$ cat src/rtl/pipe_hazard_ctrl.sv
// Pipeline hazard sequencer: load-use stalls, branch flushes, D-cache miss service with timeout.
// Controls are combinational from state and inputs (0-cycle); a miss freezes the pipe until the fill completes.
module pipe_hazard_ctrl #(
  parameter int FLUSH_CYCLES = 1,
  parameter int MISS_TIMEOUT = 255,
  parameter int CNTW         = 16
) (
  input  logic            clk,
  input  logic            rst,
  input  logic [4:0]      ifid_rs1,
  input  logic [4:0]      ifid_rs2,
  input  logic            ifid_use1,
  input  logic            ifid_use2,
  input  logic            idex_memread,
  input  logic [4:0]      idex_rd,
  input  logic            branch_taken,
  input  logic            exmem_memread,
  input  logic            exmem_memwrite,
  input  logic            cache_hit,
  input  logic            mem_ready,
  output logic            pcwrite,
  output logic            fdwrite,
  output logic            fdflush,
  output logic            de_write,
  output logic            de_bubble,
  output logic            em_write,
  output logic            mw_bubble,
  output logic            mem_req,
  output logic            miss_err,
  output logic [CNTW-1:0] stall_cnt,
  output logic [CNTW-1:0] flush_cnt
);

  typedef enum logic [1:0] {RUN, MISS_WAIT, MISS_FILL, FLUSH} state_e;

  localparam logic [2:0]      FLUSH_INIT = 3'(FLUSH_CYCLES);
  localparam logic [15:0]     TIMEOUT    = 16'(MISS_TIMEOUT);
  localparam logic [CNTW-1:0] CNT_ONE    = CNTW'(1);
  localparam logic [CNTW-1:0] CNT_MAX    = {CNTW{1'b1}};

  state_e          state_q, state_d;
  logic [15:0]     wait_cnt_q, wait_cnt_d;
  logic [2:0]      flush_left_q, flush_left_d;
  logic            miss_err_q, miss_err_d;
  logic [CNTW-1:0] stall_cnt_q, stall_cnt_d;
  logic [CNTW-1:0] flush_cnt_q, flush_cnt_d;

  logic        miss, load_use, flush_evt;
  logic [15:0] wait_inc;
  logic        pc_c, fd_c, fl_c, dew_c, deb_c, em_c, mw_c, mr_c;

  assign miss     = (exmem_memread | exmem_memwrite) & ~cache_hit;
  assign load_use = idex_memread & (idex_rd != 5'd0) &
                    ((ifid_use1 & (ifid_rs1 == idex_rd)) | (ifid_use2 & (ifid_rs2 == idex_rd)));
  assign wait_inc = wait_cnt_q + 16'd1;

  always_comb begin
    state_d      = state_q;
    wait_cnt_d   = wait_cnt_q;
    flush_left_d = flush_left_q;
    miss_err_d   = miss_err_q;
    flush_evt    = 1'b0;
    pc_c  = 1'b0; fd_c  = 1'b0; fl_c = 1'b0; dew_c = 1'b0;
    deb_c = 1'b0; em_c  = 1'b0; mw_c = 1'b0; mr_c  = 1'b0;
    case (state_q)
      RUN, FLUSH: begin
        if (miss) begin
          // A miss in FLUSH drops whatever flush count remains.
          mw_c = 1'b1; mr_c = 1'b1;
          state_d    = MISS_WAIT;
          wait_cnt_d = 16'd0;
        end else if (branch_taken || state_q == FLUSH) begin
          pc_c = 1'b1; fd_c = 1'b1; dew_c = 1'b1; em_c = 1'b1;
          fl_c = 1'b1; deb_c = 1'b1;
          if (branch_taken) begin
            flush_evt = 1'b1;
            if (FLUSH_CYCLES > 0) begin
              state_d      = FLUSH;
              flush_left_d = FLUSH_INIT;
            end
          end else if (flush_left_q <= 3'd1) begin
            state_d      = RUN;
            flush_left_d = 3'd0;
          end else begin
            flush_left_d = flush_left_q - 3'd1;
          end
        end else if (load_use) begin
          dew_c = 1'b1; em_c = 1'b1; deb_c = 1'b1;
        end else begin
          pc_c = 1'b1; fd_c = 1'b1; dew_c = 1'b1; em_c = 1'b1;
        end
      end
      MISS_WAIT: begin
        // branch_taken is ignored here; EX/MEM is frozen so it is presented again later.
        mw_c = 1'b1; mr_c = 1'b1;
        wait_cnt_d = wait_inc;
        if (mem_ready) begin
          state_d = MISS_FILL;
        end else if (wait_inc >= TIMEOUT) begin
          miss_err_d = 1'b1;
          state_d    = MISS_FILL;
        end
      end
      MISS_FILL: begin
        mw_c    = 1'b1;
        state_d = RUN;
      end
      default: state_d = RUN;
    endcase
  end

  always_comb begin
    stall_cnt_d = stall_cnt_q;
    flush_cnt_d = flush_cnt_q;
    if (!pc_c && stall_cnt_q != CNT_MAX) stall_cnt_d = stall_cnt_q + CNT_ONE;
    if (flush_evt && flush_cnt_q != CNT_MAX) flush_cnt_d = flush_cnt_q + CNT_ONE;
  end

  always_ff @(posedge clk or posedge rst) begin
    if (rst) begin
      state_q      <= RUN;
      wait_cnt_q   <= 16'd0;
      flush_left_q <= 3'd0;
      miss_err_q   <= 1'b0;
      stall_cnt_q  <= '0;
      flush_cnt_q  <= '0;
    end else begin
      state_q      <= state_d;
      wait_cnt_q   <= wait_cnt_d;
      flush_left_q <= flush_left_d;
      miss_err_q   <= miss_err_d;
      stall_cnt_q  <= stall_cnt_d;
      flush_cnt_q  <= flush_cnt_d;
    end
  end

  // Reset forces every enable and control low without waiting for a clock.
  assign pcwrite   = pc_c  & ~rst;
  assign fdwrite   = fd_c  & ~rst;
  assign fdflush   = fl_c  & ~rst;
  assign de_write  = dew_c & ~rst;
  assign de_bubble = deb_c & ~rst;
  assign em_write  = em_c  & ~rst;
  assign mw_bubble = mw_c  & ~rst;
  assign mem_req   = mr_c  & ~rst;
  assign miss_err  = miss_err_q;
  assign stall_cnt = stall_cnt_q;
  assign flush_cnt = flush_cnt_q;

endmodule

$ cat config.mk
export PLATFORM = sky130hd
export DESIGN_NAME = pipe_hazard_ctrl
export DESIGN_NICKNAME = d
export VERILOG_FILES = /design/src/rtl/pipe_hazard_ctrl.sv
export SDC_FILE = /design/constraint.sdc
export NUM_CORES = 1
export LEC_CHECK = 0
export CORE_ASPECT_RATIO = 1.5
export CORE_UTILIZATION = 35
export CTS_CLUSTER_SIZE = 8
export DETAILED_ROUTE_END_ITERATION = 7
export HOLD_SLACK_MARGIN = 0.03
export PLACE_DENSITY_LB_ADDON = 0.15
export SETUP_SLACK_MARGIN = 0.05
export SKIP_CTS_REPAIR_TIMING = 1
export SLEW_MARGIN = 10
export SYNTH_ARGS = -nofsm -noshare
export SYNTH_HDL_FRONTEND = slang
export SYNTH_SLANG_ARGS = --single-unit
export TNS_END_PERCENT = 10
$ cat constraint.sdc
create_clock -name clk -period 3.9 [get_ports clk]
set_input_delay 0.585 -clock clk [delete_from_list [all_inputs] [get_ports clk]]
set_output_delay 0.585 -clock clk [all_outputs]
set_load 0.005 [all_outputs]
==> results by group <==
GRT
  • Vias in the first global route: 2629
  • Initial antenna violation count: 0
  • First-pass GRT wire length: 12900 um
  • GR Util All Layers: 17.2%
  • GRT Residual Overflow: 0
  • Largest net degree at the start of global routing: 28

Synthesis
  • Most frequent cells after synthesis: 54 x dfrtp_1, 31 x nor2_1, 31 x o21ai_0
  • Most common cell in the netlist: dfrtp_1
  • FF+latch count, synth: 54
  • Post-Syn Instances: 340
  • Yosys warns: 0
  • Area contributors post-synth: dfrtp_1 42%, xnor2_1 7.3%, o21ai_0 4.8%
  • Number of flops mapped to enable cells by yosys: 0
  • Sequential area share after synthesis: 41.7%
  • Yosys top cell by area: dfrtp_1
  • Syn_nets: 374
  • Area of the mapped netlist: 3240 um2
  • Top cell type's share of synthesized area: 41.7%
  • Primary FF master, synth: dfrtp_1
  • Asr flop ratio synth: 100%
  • Distinct cells, synth: 55
  • Syn Area/Cell: 9.52 um2

STA
  • Min cycle time layout: 3.35 ns
  • Ratio of final minimum period to clock period: 86.0%
  • Clk_skew: 0.00916 ns
  • Slew @ Worst Pin: 0.731 ns
  • Final Max Slew Viols: 0
  • RSZ-0062 raised after global routing: no
  • Headroom to the max-slew limit: 51.1%
  • Fmax: 298 MHz
  • Final Hold Violating Endpoints: 0
  • Final setup fails: 0
  • Final TNS setup: 0 ns

Clock network
  • CTS tree: yes
  • CTS clk-pin slew, worst paths: 0.07 ns
  • Worst skew pair latency: 0.30 ns
  • Clk buf depth: 2
  • Clk sink count: 54
  • TritonCTS Buffers: 5
  • H-tree depth: 2
  • Clk root buf: clkbuf_16

Setup path
  • Max stage delay on crit path: 0.58 ns
  • CP startpoint kind: primary input
  • Worst-path cell chain: clkdlybuf4s50_1 > or4_1 > o21a_1 > a311oi_1 > clkdlybuf4s50_1
  • CP Data Arrival Time: 2.77 ns
  • CP Buf/Inv Count: 2
  • Family with the most delay on the worst path: buffers and inverters
  • Worst Setup End Kind: output port
  • RR Startpoint: wait_cnt_q[0]$_DFFE_PP0P_
  • Worst Path Max Fanout: 3
  • Worst EP required: 3.31 ns
  • Worst setup path start: idex_rd[1]
  • CP max stage cell: clkdlybuf4s50_1
  • CP Class: primary input to output port
  • CP most frequent cell: clkdlybuf4s50_1

Route
  • Via Count: 2682
  • DRT Pass-1 Iters: 4
  • Final antenna-violating net count: 0
  • Initial DRC Count: 76
  • Routed WL: 7680 um
  • DRC viols: 0
  • Via density: 5.23
  • Avg WL per Cell: 15.0 um

Final layout
  • Final Net Count: 436
  • Non-Filler Instances: 513
  • Fillers: 858
  • Area growth, synth to finish: 28.1%
  • Ant. Diodes: 0
  • Util after Layout: 46.7%
  • Share of layout cells above drive strength 1: 7.44%
  • Design area: 4150 um2

Floorplanning
  • Die ar.: 9640 um2
  • Row count: 42
  • Die height: 120 um
  • Initial Util: 36.4%
  • Core Area: 8880 um2
  • Chip Width: 80.5 um
  • I/O pins: 66

Placed design
  • Cell Area, Placed: 3970 um2
  • GP Congestion: 0.771
  • IO buf count: 65
  • DP HPWL: 5700 um
  • Placed insts: 505

Run status
  • Status: finished clean

Power and ir drop
  • VDD IR max: 386 uV
  • Power consumption: 2.11 mW
  • Leak Pwr: 1.75 nW
  • Pwr per Cell Area: 508 nW/um2

Min path
  • Worst min path class: flip-flop to flip-flop
  • Hold path start: miss_err$_DFFE_PP0P_

Run
  • Max Cap Viol: 0
-- per-stage QoR --
stage          worst slack [ns]  hold WS [ns]
6_report                  0.547         0.471
2_1_floorplan              1.50         0.450
3_3_place_gp              0.562         0.451
4_1_cts                   0.538         0.479
3_5_place_dp              0.554         0.462
5_1_grt                   0.496         0.498
-- flip-flops by register name (all words and copies together) (netlist names) --
signal,count
wait_cnt_q,16
stall_cnt,16
state_q,2
flush_left_q,3
miss_err,1
flush_cnt,16
-- where the power goes --
| group | total (mW) | switching (mW) | internal [mW] |
|---|---|---|---|
| logic | 0.796 | 0.402 | 0.394 |
| clock network | 0.529 | 0.221 | 0.308 |
| registers | 0.782 | 0.124 | 0.658 |
| total | 2.11 | 0.748 | 1.36 |
-- worst register-to-register path, delay by kind of cell (launching register included) --
family | cells | cell delay, ns
flops | 1 | 0.45
fa+ha+maj | 1 | 0.32
compound gates | 2 | 0.50
simple gates | 4 | 0.91
mux | 1 | 0.32
-- metal layers --
layer / track usage [%] / wire (um) / vias to the layer above
li1: - / - / 1331
met1: 19.5 / 3200 / 1301
met2: 31.8 / 4120 / 43
met3: 3.12 / 255 / 7
met4: 5.02 / 102 / 0
met5: 0 / 0 / -
-- logic make-up after synthesis --
family,share of synthesized area (%)
AND/OR/NAND/NOR,23.4
adder cells (fa/ha/maj),3.48
multiplexers,2.71
flip-flops,41.7
buffers and inverters,4.02
AO/OA/AOI/OAI,13.3
XOR/XNOR,11.4
-- area by class of cell --
| class | count | area, um2 | area share (%) |
|---|---|---|---|
| sequential | 54 | 1350 | 32.6 |
| inverter | 13 | 48.8 | 1.18 |
| clock buffer | 5 | 125 | 3.02 |
| tap | 110 | 138 | 3.32 |
| timing repair buffer | 69 | 681 | 16.4 |
| multi-input combinational | 259 | 1760 | 42.3 |
| clock inverter | 3 | 47.5 | 1.15 |
-- path summary, 6_finish.rpt --
check,end,slack [ns],depth (start not counted)
max,pcwrite,0.55,5
min,miss_err$_DFFE_PP0P_,0.47,1
max reg2reg,state_q[1]$_DFFE_PP0P_,1.29,8
min reg2reg,miss_err$_DFFE_PP0P_,0.47,1
max in group asynchronous,stall_cnt[14]$_DFFE_PP0P_,2.38,3
min in group asynchronous,wait_cnt_q[5]$_DFFE_PP0P_,0.87,2
-- placed cells by master (no fill, tap or decap), types with 9 or more instances in the layout --
cell type	n
nor3_1	13
nand2_1	24
ha_1	9
clkdlybuf4s50_1	65
dfrtp_1	54
xor2_1	15
nand4_1	12
o21ai_0	31
xnor2_1	27
inv_1	12
nor2_1	31
nand3_1	24
Power figures use the tool's default switching activity.
